**config.mk**
```make
export PLATFORM = sky130hd
export DESIGN_NAME = axis_crc32_mpeg2_check
export DESIGN_NICKNAME = d
export VERILOG_FILES = /design/src/rtl/axis_crc32_mpeg2_pkg_prm.sv /design/src/rtl/axis_crc32_mpeg2_check.sv
export SDC_FILE = /design/constraint.sdc
export NUM_CORES = 1
export LEC_CHECK = 0
export BUFFER_PORTS_ARGS = -buffer_cell sky130_fd_sc_hd__buf_2
export CORE_AREA = 2 2 173 175
export CTS_CLUSTER_DIAMETER = 60
export DETAILED_ROUTE_END_ITERATION = 12
export DIE_AREA = 0 0 175 177
export PLACE_DENSITY = 0.44
export SETUP_SLACK_MARGIN = 0.2
export SYNTH_ARGS = -nofsm -noshare
export SYNTH_HDL_FRONTEND = slang
export SYNTH_SLANG_ARGS = --single-unit
```
**constraint.sdc**
```tcl
create_clock -name aclk -period 8.5 [get_ports aclk]
set_input_delay 0.85 -clock aclk [delete_from_list [all_inputs] [get_ports aclk]]
set_output_delay 0.85 -clock aclk [all_outputs]
set_load 0.02 [all_outputs]
```
**src/rtl/axis_crc32_mpeg2_pkg_prm.sv**
```systemverilog
// Shared CRC32/MPEG-2 constants and the single-word update used by both the
// generator and the checker (MSB-first, no reflection, no final XOR).
package axis_crc32_mpeg2_pkg_prm;

  localparam logic [31:0] INIT_CRC = 32'hFFFFFFFF;
  localparam logic [31:0] POLY_CRC = 32'h04C11DB7;

  function automatic logic [31:0] crc32_mpeg2_step(
    input logic [31:0] crc,
    input logic [31:0] data,
    input logic [31:0] poly = POLY_CRC
  );
    logic [31:0] c;
    c = crc;
    for (int i = 31; i >= 0; i--)
      c = {c[30:0], 1'b0} ^ ((c[31] ^ data[i]) ? poly : 32'h0);
    return c;
  endfunction

endpackage

```
**src/rtl/axis_crc32_mpeg2_check.sv**
```systemverilog
// Receive-side CRC32/MPEG-2 checker: strips the trailing CRC word, moves tlast
// onto the last payload word and pulses a per-frame ok/runt/length status.
module axis_crc32_mpeg2_check #(
  parameter int unsigned LEN_W    = 16,
  parameter logic [31:0] INIT_CRC = axis_crc32_mpeg2_pkg_prm::INIT_CRC,
  parameter logic [31:0] POLY_CRC = axis_crc32_mpeg2_pkg_prm::POLY_CRC
) (
  input  logic             aclk,
  input  logic             areset,
  input  logic [31:0]      s_axis_tdata,
  input  logic             s_axis_tvalid,
  input  logic             s_axis_tlast,
  output logic             s_axis_tready,
  output logic [31:0]      m_axis_tdata,
  output logic             m_axis_tvalid,
  output logic             m_axis_tlast,
  input  logic             m_axis_tready,
  output logic             crc_done,
  output logic             crc_ok,
  output logic             crc_runt,
  output logic [LEN_W-1:0] frame_len
);
  import axis_crc32_mpeg2_pkg_prm::crc32_mpeg2_step;

  logic [31:0]      r_hold;
  logic             r_hold_v;
  logic [31:0]      r_m_data;
  logic             r_m_valid;
  logic             r_m_last;
  logic [31:0]      r_crc;
  logic [LEN_W-1:0] r_len;
  logic             r_done, r_ok, r_runt;
  logic [LEN_W-1:0] r_flen;

  logic             w_slot_free;
  logic             w_acc;
  logic [31:0]      w_crc_nxt;
  logic [LEN_W-1:0] w_len_inc;

  assign w_slot_free = !r_m_valid || m_axis_tready;
  assign w_acc       = s_axis_tvalid && s_axis_tready;
  assign w_crc_nxt   = crc32_mpeg2_step(r_crc, s_axis_tdata, POLY_CRC);
  assign w_len_inc   = (&r_len) ? r_len : r_len + LEN_W'(1);

  // A word is only released downstream once its successor arrives, so the
  // held word can be tagged as last when the successor turns out to be the CRC.
  always_ff @(posedge aclk) begin
    if (areset) begin
      r_hold    <= '0;
      r_hold_v  <= 1'b0;
      r_m_data  <= '0;
      r_m_valid <= 1'b0;
      r_m_last  <= 1'b0;
      r_crc     <= INIT_CRC;
      r_len     <= '0;
      r_done    <= 1'b0;
      r_ok      <= 1'b0;
      r_runt    <= 1'b0;
      r_flen    <= '0;
    end else begin
      r_done <= 1'b0;
      if (m_axis_tready) r_m_valid <= 1'b0;
      if (w_acc) begin
        if (s_axis_tlast) begin
          r_crc  <= INIT_CRC;
          r_len  <= '0;
          r_done <= 1'b1;
          r_ok   <= (w_crc_nxt == 32'h0) && r_hold_v;
          r_runt <= !r_hold_v;
          r_flen <= r_hold_v ? w_len_inc : '0;
          if (r_hold_v) begin
            r_m_data  <= r_hold;
            r_m_last  <= 1'b1;
            r_m_valid <= 1'b1;
            r_hold_v  <= 1'b0;
          end
        end else begin
          r_crc    <= w_crc_nxt;
          r_hold   <= s_axis_tdata;
          r_hold_v <= 1'b1;
          if (r_hold_v) begin
            r_m_data  <= r_hold;
            r_m_last  <= 1'b0;
            r_m_valid <= 1'b1;
            r_len     <= w_len_inc;
          end
        end
      end
    end
  end

  assign s_axis_tready = !r_hold_v || w_slot_free;
  assign m_axis_tdata  = r_m_data;
  assign m_axis_tvalid = r_m_valid;
  assign m_axis_tlast  = r_m_last;
  assign crc_done      = r_done;
  assign crc_ok        = r_ok;
  assign crc_runt      = r_runt;
  assign frame_len     = r_flen;

endmodule

```
==> summary by stage <==
Floorplanning
The initial utilization of the core area, before any placement, comes to 29.37%. The height of the chip is 177 um. After floorplanning, the core was divided into 63 placement rows.

The region available for standard cell placement spans 29240 um2. During I/O placement, the number of pins put on the boundary was 91. The die is 175 um wide. The die outline area is 30980 um2.

Worst setup path
The signal arrival time at the worst endpoint is 5.95 ns. On the critical path, the stage with the largest delay is an instance of xnor3_2. The number of buffers and inverters on the critical path is 2. The number of cells on the worst reg-to-reg path is 12. The critical path data required time is 8.83 ns. The worst setup path endpoint is crc_ok. In this run the critical register-to-register path is captured at crc_ok.

The setup path with the least slack is of type input pin to register. The critical path goes through buf_2 -> xnor2_2 -> xnor3_2 -> xnor3_2 -> xnor2_4 -> xor3_2 -> xnor3_1 -> inv_1 -> ha_1 -> or3b_1 -> or4_1 -> or4_1 -> o41ai_2. Counting buffers and inverters, the worst setup path is 13 cells deep. The element type at the critical path end is a register. The setup check on the worst reg-to-reg path leaves a slack of 3.04 ns. The worst setup path is launched from an input pin. The critical path's top delay family is XOR/XNOR gates. The maximum fanout encountered on the critical timing path is 11.

The worst register-to-register path begins at r_crc[29]. The worst setup path startpoint is s_axis_tdata[29]. The biggest cell delay along the critical path is 0.63 ns.

Synth
Sorting the synthesized cells by area gives the leading types as dfxtp_1 (31%), xnor2_1 (14%), xnor3_1 (12%), nand2_1 (6.8%), xor2_1 (5.7%). Sequential elements use 31.24% of the synthesized area. The post-synthesis async set-or-reset flop share is 0%. When the netlist entered floorplanning its net count stood at 943. The cell with the most instances after synthesis is nand2_1. Summing every instance area after synthesis gives 8588 um2.

The number of warnings reported in the yosys synthesis log is 0. In the synthesized netlist the dominant register cell turns out to be dfxtp_1. By count the netlist is led by nand2_1 (156), xnor2_1 (136), dfxtp_1 (134). After technology mapping, the gate count stands at 904. Synthesis inferred 134 register bits. A synthesized cell averages 9.500 um2. The leading area contributor after synthesis is dfxtp_1. The count of cell types in the netlist is 50. In this run the biggest area consumer among cell types represents 31.24% of the synthesized area. Yosys mapped a number of flops with a built-in enable equal to 0.

Route
The final routed wire length divided by cell count is 18.75 um. The DRC violation count after routing is 0. The first routing iteration left 313 violations. The number of routed nets with antenna violations is 0. The number of vias in the routed layout is 6321. The mean number of vias per cell is 4.567. The routed wire length is 25940 um. The first TritonRoute pass finished after 4 iterations.

GRT
The combined global-route utilization of all metal layers is 17.07%. Entering global routing, the biggest net connects 77 pins. The via count of the first global-routing pass is 6376.

The sum of overflow across all layers after global routing is 0. The number of antenna violations at the first check in global routing was 1. The wire length of the first global-routing pass is 39530 um.

Clock tree
Once the clock tree was built, the setup fixing pass inserted 0 buffers. The number of buffers created by CTS is 17. Counting along the longest clock path gives a buffer depth of 2.

After clock tree synthesis, the repair step resized 0 gates. The clock tree from TritonCTS is built. The clock tree root driver cell is clkbuf_16.

Clock-pin slew was measured on the worst setup and hold paths at 0.07 ns. The worst-skew pair later-pin latency is 0.42 ns. The clock net in this run drives a total of 134 sinks. The clock tree synthesis step divided the H-tree into 4 levels. The number of hold buffers added after CTS was 0.

Cells and area
The repair_antennas step left the layout with diodes totalling 0. The proportion of layout cells with a drive suffix above 1 is 17.40%. From synthesis to final layout, the design area changed by 16.94%. The final layout net count is 1020.

Place
Port buffering added 90 buffers. The HPWL after detailed placement is 19690 um. The congestion estimate from routability-driven global placement came to 0.8433.

STA
The number of endpoints failing setup at the final stage is 0. After routing, the total negative slack on setup checks comes to 0 ns. For the pin with the worst max-slew slack, the measured transition is 0.7999 ns. The total count of max-transition violations in the final report is 0. Setup repair after global routing left no endpoint under its margin.

The hold violation total from the final report came to 0. The post-route clock period utilization is 66.14%. The timing-limited maximum frequency is 0.1779 GHz.

The minimum clock period is 5.622 ns. The worst clock skew on the final layout is 0.01042 ns. Measured against its own limit, the worst slew margin works out to 46.67%.

Flow run
The max-cap violation count is 0.

Worst hold path
The path category of the worst min-delay check is register to register.

Outcome
The run finished with clean final reports.
==> worst min path at each step <==
stage	start	to	slack, ns	cells after the start
floorplan	r_hold[0]	m_axis_tdata[0]	0.43	2
global placement	frame_len[8]	frame_len[8]	0.44	2
detailed placement	frame_len[8]	frame_len[8]	0.44	2
CTS	r_hold[8]	m_axis_tdata[8]	0.45	2
global route	r_hold[11]	m_axis_tdata[11]	0.46	2
finish	r_hold[8]	m_axis_tdata[8]	0.44	2
==> cell type report <==
type	count	area, um2
clock inverters	15	173.9
well taps	390	488.0
fillers	3076	19200
flip-flops and latches	134	2683
multi-input cells	722	5723
clock buffers	17	425.4
repair buffers	100	528.0
inverters	6	22.52
==> registers in the layout, summed over array words and instances, names as in the netlist <==
| register | cells |
|---|---|
| crc_runt | 1 |
| crc_done | 1 |
| r_hold_v | 1 |
| m_axis_tvalid | 1 |
| m_axis_tdata | 32 |
| m_axis_tlast | 1 |
| r_crc | 32 |
| r_len | 16 |
| frame_len | 16 |
| crc_ok | 1 |
| r_hold | 32 |
==> layer usage <==
layer / wire length [um] / track usage, % / vias to the layer above / part of all wire [%]
met5: 0 / 0 / - / 0
met4: 588 / 5.764 / 0 / 2.3
met3: 859 / 2.706 / 22 / 3.3
met2: 12510 / 28.85 / 118 / 48
met1: 11990 / 22.23 / 3013 / 46
li1: - / - / 3168 / -
==> worst min-delay path, stage by stage, from the launching register on <==
cell	delay [ns]
dfxtp_1	0.31
nand2_1	0.05
a21oi_1	0.05
==> layout by cell type, fill, tap and decap left out, types with 8 or more instances in the layout <==
master | Yosys | layout
nand2_1 | 156 | 156
xnor2_1 | 136 | 136
dfxtp_1 | 134 | 134
a21oi_1 | 90 | 90
buf_2 | 0 | 89
xor2_1 | 56 | 56
xnor3_1 | 47 | 47
nor2_1 | 41 | 40
nand2b_1 | 31 | 30
o22ai_1 | 25 | 25
o21ai_0 | 21 | 21
clkbuf_16 | 0 | 17
xnor2_2 | 16 | 16
nor3_1 | 13 | 13
buf_4 | 0 | 11
xnor2_4 | 8 | 8
==> logic make-up (layout without fill, tap and decap cells) <==
kind of cell / count (synthesis) / in the layout / share of synthesized area [%]
adder cells (fa/ha/maj): 2 / 2 / 0.2913
AO/OA/AOI/OAI: 158 / 158 / 10.36
XOR/XNOR: 275 / 275 / 40.79
flip-flops: 134 / 134 / 31.24
multiplexers: 3 / 3 / 0.3497
AND/OR/NAND/NOR: 284 / 284 / 14.79
buffers and inverters: 48 / 138 / 2.185
==> metrics by stage <==
stage                     cells  setup WS (ns)  util (%)  hold slack (ns)  area [um2]
after floorplan             904          3.137         -           0.4321        8588
after global placement     1352          2.569     32.29           0.4370        9444
after detailed placement   1352          2.491     32.29           0.4385        9444
after CTS                  1384          2.894     34.34           0.4496       10040
after global routing       1384          2.686     34.34           0.4633       10040
final                      1384          2.878     34.34           0.4425       10040
Power is not shown: default switching activity piles up to over one toggle a cycle in this logic, so the estimate is an artifact.
